**src/rtl/alu_sequencer.sv**
```systemverilog
// alu_sequencer: multi-cycle control unit that owns an 8x16 register file and
// steps one instruction at a time through an external combinational ALU.
module alu_sequencer #(
    parameter int NREGS = 8,
    parameter int WIDTH = 16
) (
    input  logic             clk,
    input  logic             reset_n,
    input  logic             run,
    input  logic [15:0]      instr,
    input  logic             ld_en,
    input  logic [2:0]       ld_addr,
    input  logic [WIDTH-1:0] ld_data,
    output logic [WIDTH-1:0] alu_a,
    output logic [WIDTH-1:0] alu_b,
    output logic [2:0]       alu_sel,
    input  logic [WIDTH-1:0] alu_out,
    output logic             busy,
    output logic             done,
    output logic             illegal,
    output logic [WIDTH-1:0] result,
    input  logic [2:0]       dbg_addr,
    output logic [WIDTH-1:0] dbg_data
);
    typedef enum logic [2:0] {IDLE, LOAD_A, LOAD_B, EXEC, WB} state_t;

    state_t           state_q, state_d;
    logic [WIDTH-1:0] regs_q [NREGS];
    logic [WIDTH-1:0] regs_d [NREGS];
    logic [15:0]      instr_q, instr_d;
    logic [WIDTH-1:0] a_q, a_d, b_q, b_d, c_q, c_d, result_q, result_d;
    logic [2:0]       sel_q, sel_d;
    logic             done_q, done_d, illegal_q, illegal_d;
    logic [2:0]       rx, ry;
    logic             idle, wb, legal;

    assign rx    = instr_q[15:13];
    assign ry    = instr_q[12:10];
    assign idle  = state_q == IDLE;
    assign wb    = state_q == WB;
    assign legal = ~instr_q[1];

    always_ff @(posedge clk) begin
        if (!reset_n) begin
            state_q   <= IDLE;
            for (int i = 0; i < NREGS; i++) regs_q[i] <= '0;
            instr_q   <= '0;
            a_q       <= '0;
            b_q       <= '0;
            c_q       <= '0;
            sel_q     <= '0;
            result_q  <= '0;
            done_q    <= 1'b0;
            illegal_q <= 1'b0;
        end else begin
            state_q   <= state_d;
            regs_q    <= regs_d;
            instr_q   <= instr_d;
            a_q       <= a_d;
            b_q       <= b_d;
            c_q       <= c_d;
            sel_q     <= sel_d;
            result_q  <= result_d;
            done_q    <= done_d;
            illegal_q <= illegal_d;
        end
    end

    // Reserved formats skip the operand/execute steps and go straight to WB.
    always_comb begin
        state_d = state_q;
        case (state_q)
            IDLE:    state_d = run ? (instr[1] ? WB : LOAD_A) : IDLE;
            LOAD_A:  state_d = LOAD_B;
            LOAD_B:  state_d = EXEC;
            EXEC:    state_d = WB;
            default: state_d = IDLE;
        endcase
    end

    always_comb begin
        regs_d    = regs_q;
        instr_d   = (idle && run) ? instr : instr_q;
        a_d       = (state_q == LOAD_A) ? regs_q[rx] : a_q;
        b_d       = (state_q == LOAD_B) ? (instr_q[0] ? WIDTH'(instr_q[12:5]) : regs_q[ry]) : b_q;
        sel_d     = (state_q == LOAD_B) ? instr_q[4:2] : sel_q;
        c_d       = (state_q == EXEC) ? alu_out : c_q;
        result_d  = (wb && legal) ? c_q : result_q;
        done_d    = wb;
        illegal_d = wb && !legal;
        if (idle && ld_en) regs_d[ld_addr] = ld_data;
        if (wb && legal) regs_d[rx] = c_q;
    end

    always_comb begin
        busy     = !idle;
        done     = done_q;
        illegal  = illegal_q;
        result   = result_q;
        alu_a    = a_q;
        alu_b    = b_q;
        alu_sel  = sel_q;
        dbg_data = regs_q[dbg_addr];
    end
endmodule

```
**config.mk**
```make
export PLATFORM = sky130hd
export DESIGN_NAME = alu_sequencer
export DESIGN_NICKNAME = d
export VERILOG_FILES = /design/src/rtl/alu_sequencer.sv
export SDC_FILE = /design/constraint.sdc
export NUM_CORES = 1
export LEC_CHECK = 0
export ABC_AREA = 1
export BUFFER_PORTS_ARGS = -buffer_cell sky130_fd_sc_hd__clkbuf_2
export CAP_MARGIN = 5
export CORE_UTILIZATION = 45
export CTS_CLUSTER_DIAMETER = 200
export DETAILED_ROUTE_END_ITERATION = 10
export HOLD_SLACK_MARGIN = 0.06
export SLEW_MARGIN = 20
export SYNTH_ARGS = -nofsm -noshare
export SYNTH_HDL_FRONTEND = slang
export SYNTH_SLANG_ARGS = --single-unit
```
**constraint.sdc**
```tcl
create_clock -name clk -period 2.2 [get_ports clk]
set_clock_uncertainty 0.15 [all_clocks]
set_input_delay 0.44 -clock clk [delete_from_list [all_inputs] [get_ports clk]]
set_output_delay 0.44 -clock clk [all_outputs]
set_load 0.02 [all_outputs]
```
==> metrics <==
Total Power approximately 11 mW; most common cell in the netlist nand2_1; WP data required 2540 ps; number of global-route vias before repair 13510; top cell type's share of synthesized area 34.71%; Async S/R FF share, synth 0%; core box area about 27000 um^2; row cnt 60; maximum VDD drop between 500 and 600 uV; CP arrival about 2500 ps; die area 28360 um^2; MaxCap Viol Count 0; reg2reg path depth 8; TritonCTS clock tree done; Final period util between 90% and 100%; WL/cell 21.11 um; Syn Inst Count approximately 2100; Worst slew margin 61.22%; Final min period between 2000 and 2500 ps; Post-CTS Repair Setup Buffers 0; post-synthesis sequential area ratio 34.71%; RSZ-0062 raised after global routing yes; All-Layer GR Usage approximately two fifths; Syn Std Cell Area 12460 um^2; placed cells 2548; Synthesis Warnings 0; endpoint class of the critical path flop; routability cong. between 1 and 1.5; syn avg cell area approximately 5.9 um^2; total global routing overflow 0; critical path startpoint state_q[1]$_SDFF_PN0_; post-synthesis register bit count about 220; area of the multi-input gates between 7000 and 8000 um^2; CP startpoint kind flop; Primary FF master, synth dfxtp_1; CP Max Fanout 10; r2r endpoint regs_q[119]$_SDFF_PN0_; worst r2r src state_q[1]$_SDFF_PN0_; critical path endpoint regs_q[119]$_SDFF_PN0_; Post-synth top cells 666 x nand2_1, 310 x nor2_1, 282 x o21ai_0; final setup fails 0; global-route wire length before repair about 84 mm; nets@finish 2322; Clock Sinks about 220; # fillers 2777; pre-CTS setup slack ~40 ps; antenna cell count 0; IO Pins approximately 130; critical setup path kind reg2reg; Fin. Hold Viols 0; CTS Buf Count 25; H-tree level count 1; Clock Tree Buf Depth 3; Worst Tran Pin Value 581.0 ps; drt total wl between 50 and 60 mm; Die Wd between 150 and 200 um; Reg2Reg Setup Slack around 8.1 ps; worst hold start instr[10]; status finished, final reports clean; Cell variety after synth 22; initial antenna violation count 0; register area 4388 um^2; PD cells ~710 nW/um^2; Final Slew Violations 0; Max Clk Rate 456.2 MHz; worst-skew pair later-pin latency between 500 and 600 ps; DR iter-0 viols around 1800; Via density roughly 5.7; DP HPWL about 40 mm; post-synth top area cell dfxtp_1; clk root buf clkbuf_16; share of layout cells above drive strength 1 roughly 17%; largest net degree at the start of global routing between 70 and 80; DR vias ~15000; Worst Hold Depth 3; DRC 0; number of port buffers ~130; P_leak 7.079 nW; net count after synthesis between 2000 and 2500; Post-Layout Cell Count roughly 2600; Worst-path clk slew 60 ps; ANT nets after route 0; HP Class in2reg; Final WS setup 8.077 ps; P&R area growth vs syn 23.12%; top cells by area, synth dfxtp_1 35%, nand2_1 20%, o21ai_0 11%; Fin Hold WS 93.92 ps; Post-synth EDFFs 0; die height around 170 um; initial core utilization 46.10%; Pre-Repair DR Iteration Count 6
final cells by class:
| type | count | area share (%) |
|---|---|---|
| clock buffers | 35 | 4.519 |
| clock inverters | 11 | 0.8891 |
| inverters | 151 | 3.711 |
| multi-input cells | 1598 | 45.79 |
| flip-flops and latches | 216 | 28.61 |
| well taps | 341 | 2.781 |
| repair buffers | 272 | 13.70 |
logic make-up after synthesis:
logic type | after synthesis | share of synthesized area [%]
flip-flops | 216 | 34.71
AND/OR/NAND/NOR | 1134 | 36.24
buffers and inverters | 298 | 9.168
AO/OA/AOI/OAI | 464 | 19.88
registers in the layout (all words and copies together) (netlist names):
register	count
alu_a	16
result	16
instr_q	16
done	1
alu_sel	3
alu_b	16
state_q	3
regs_q	128
illegal	1
c_q	16
worst min-delay path by stage:
| stage | to | slack (ps) |
|---|---|---|
| after floorplan | illegal$_SDFF_PN0_ | 290 |
| after detailed placement | result[12]$_SDFFE_PN0P_ | 280 |
| after global placement | result[13]$_SDFFE_PN0P_ | 280 |
| after CTS | instr_q[10]$_SDFFE_PN0P_ | 80 |
| final | instr_q[10]$_SDFFE_PN0P_ | 90 |
| after global routing | instr_q[13]$_SDFFE_PN0P_ | 130 |
critical path, stage by stage, from the launching register on:
cell	delay, ps
dfxtp_1	360
nor2_4	150
nand3_1	280
nor2_1	330
nand2_1	340
buf_4	330
nand3_1	110
nand2_1	50
inv_1	40
stage by stage:
step	setup TNS (ps)	util [%]	instance area (um^2)
CTS	0	56.46	15260
finish	0	56.76	15340
detailed placement	0	51.88	14020
floorplan	0	-	12460
global route	-511.6	56.76	15340
global placement	0	51.88	14020
cell usage in the layout, fill, tap and decap left out, drive strengths merged, types with 3 or more instances in the layout:
master / n
a21oi: 120
buf: 123
bufinv: 3
clkbuf: 154
clkinv: 8
dfxtp: 216
dlygate4sd3: 30
inv: 150
nand2: 666
nand3: 127
nand4: 4
nor2: 311
nor3: 22
o211ai: 46
o21a: 15
o21ai: 282
or2: 4
what timing repair did:
action                                  CTS  global route
gates resized for setup                  64            72
hold buffers                             30             0
pin swaps                                 0             4
endpoints found under the hold margin    31             0
endpoints found under the setup margin   16            40
routing by layer:
| metal | wire [um] | global-route usage [%] | vias to the layer above |
|---|---|---|---|
| li1 | - | - | 7084 |
| met1 | 22150 | 49.97 | 6807 |
| met2 | 25120 | 64.04 | 830 |
| met3 | 5002 | 5.712 | 183 |
| met4 | 3137 | 20.67 | 0 |
| met5 | 0 | 0 | - |
power by group:
group          internal [mW]  switching, mW  leakage, nW  total (mW)
Combinational          0.798           1.48         4.89        2.28
Sequential              4.12          0.195         1.78        4.31
Clock                   2.55           1.76        0.408        4.31
Power figures use the tool's default switching activity.
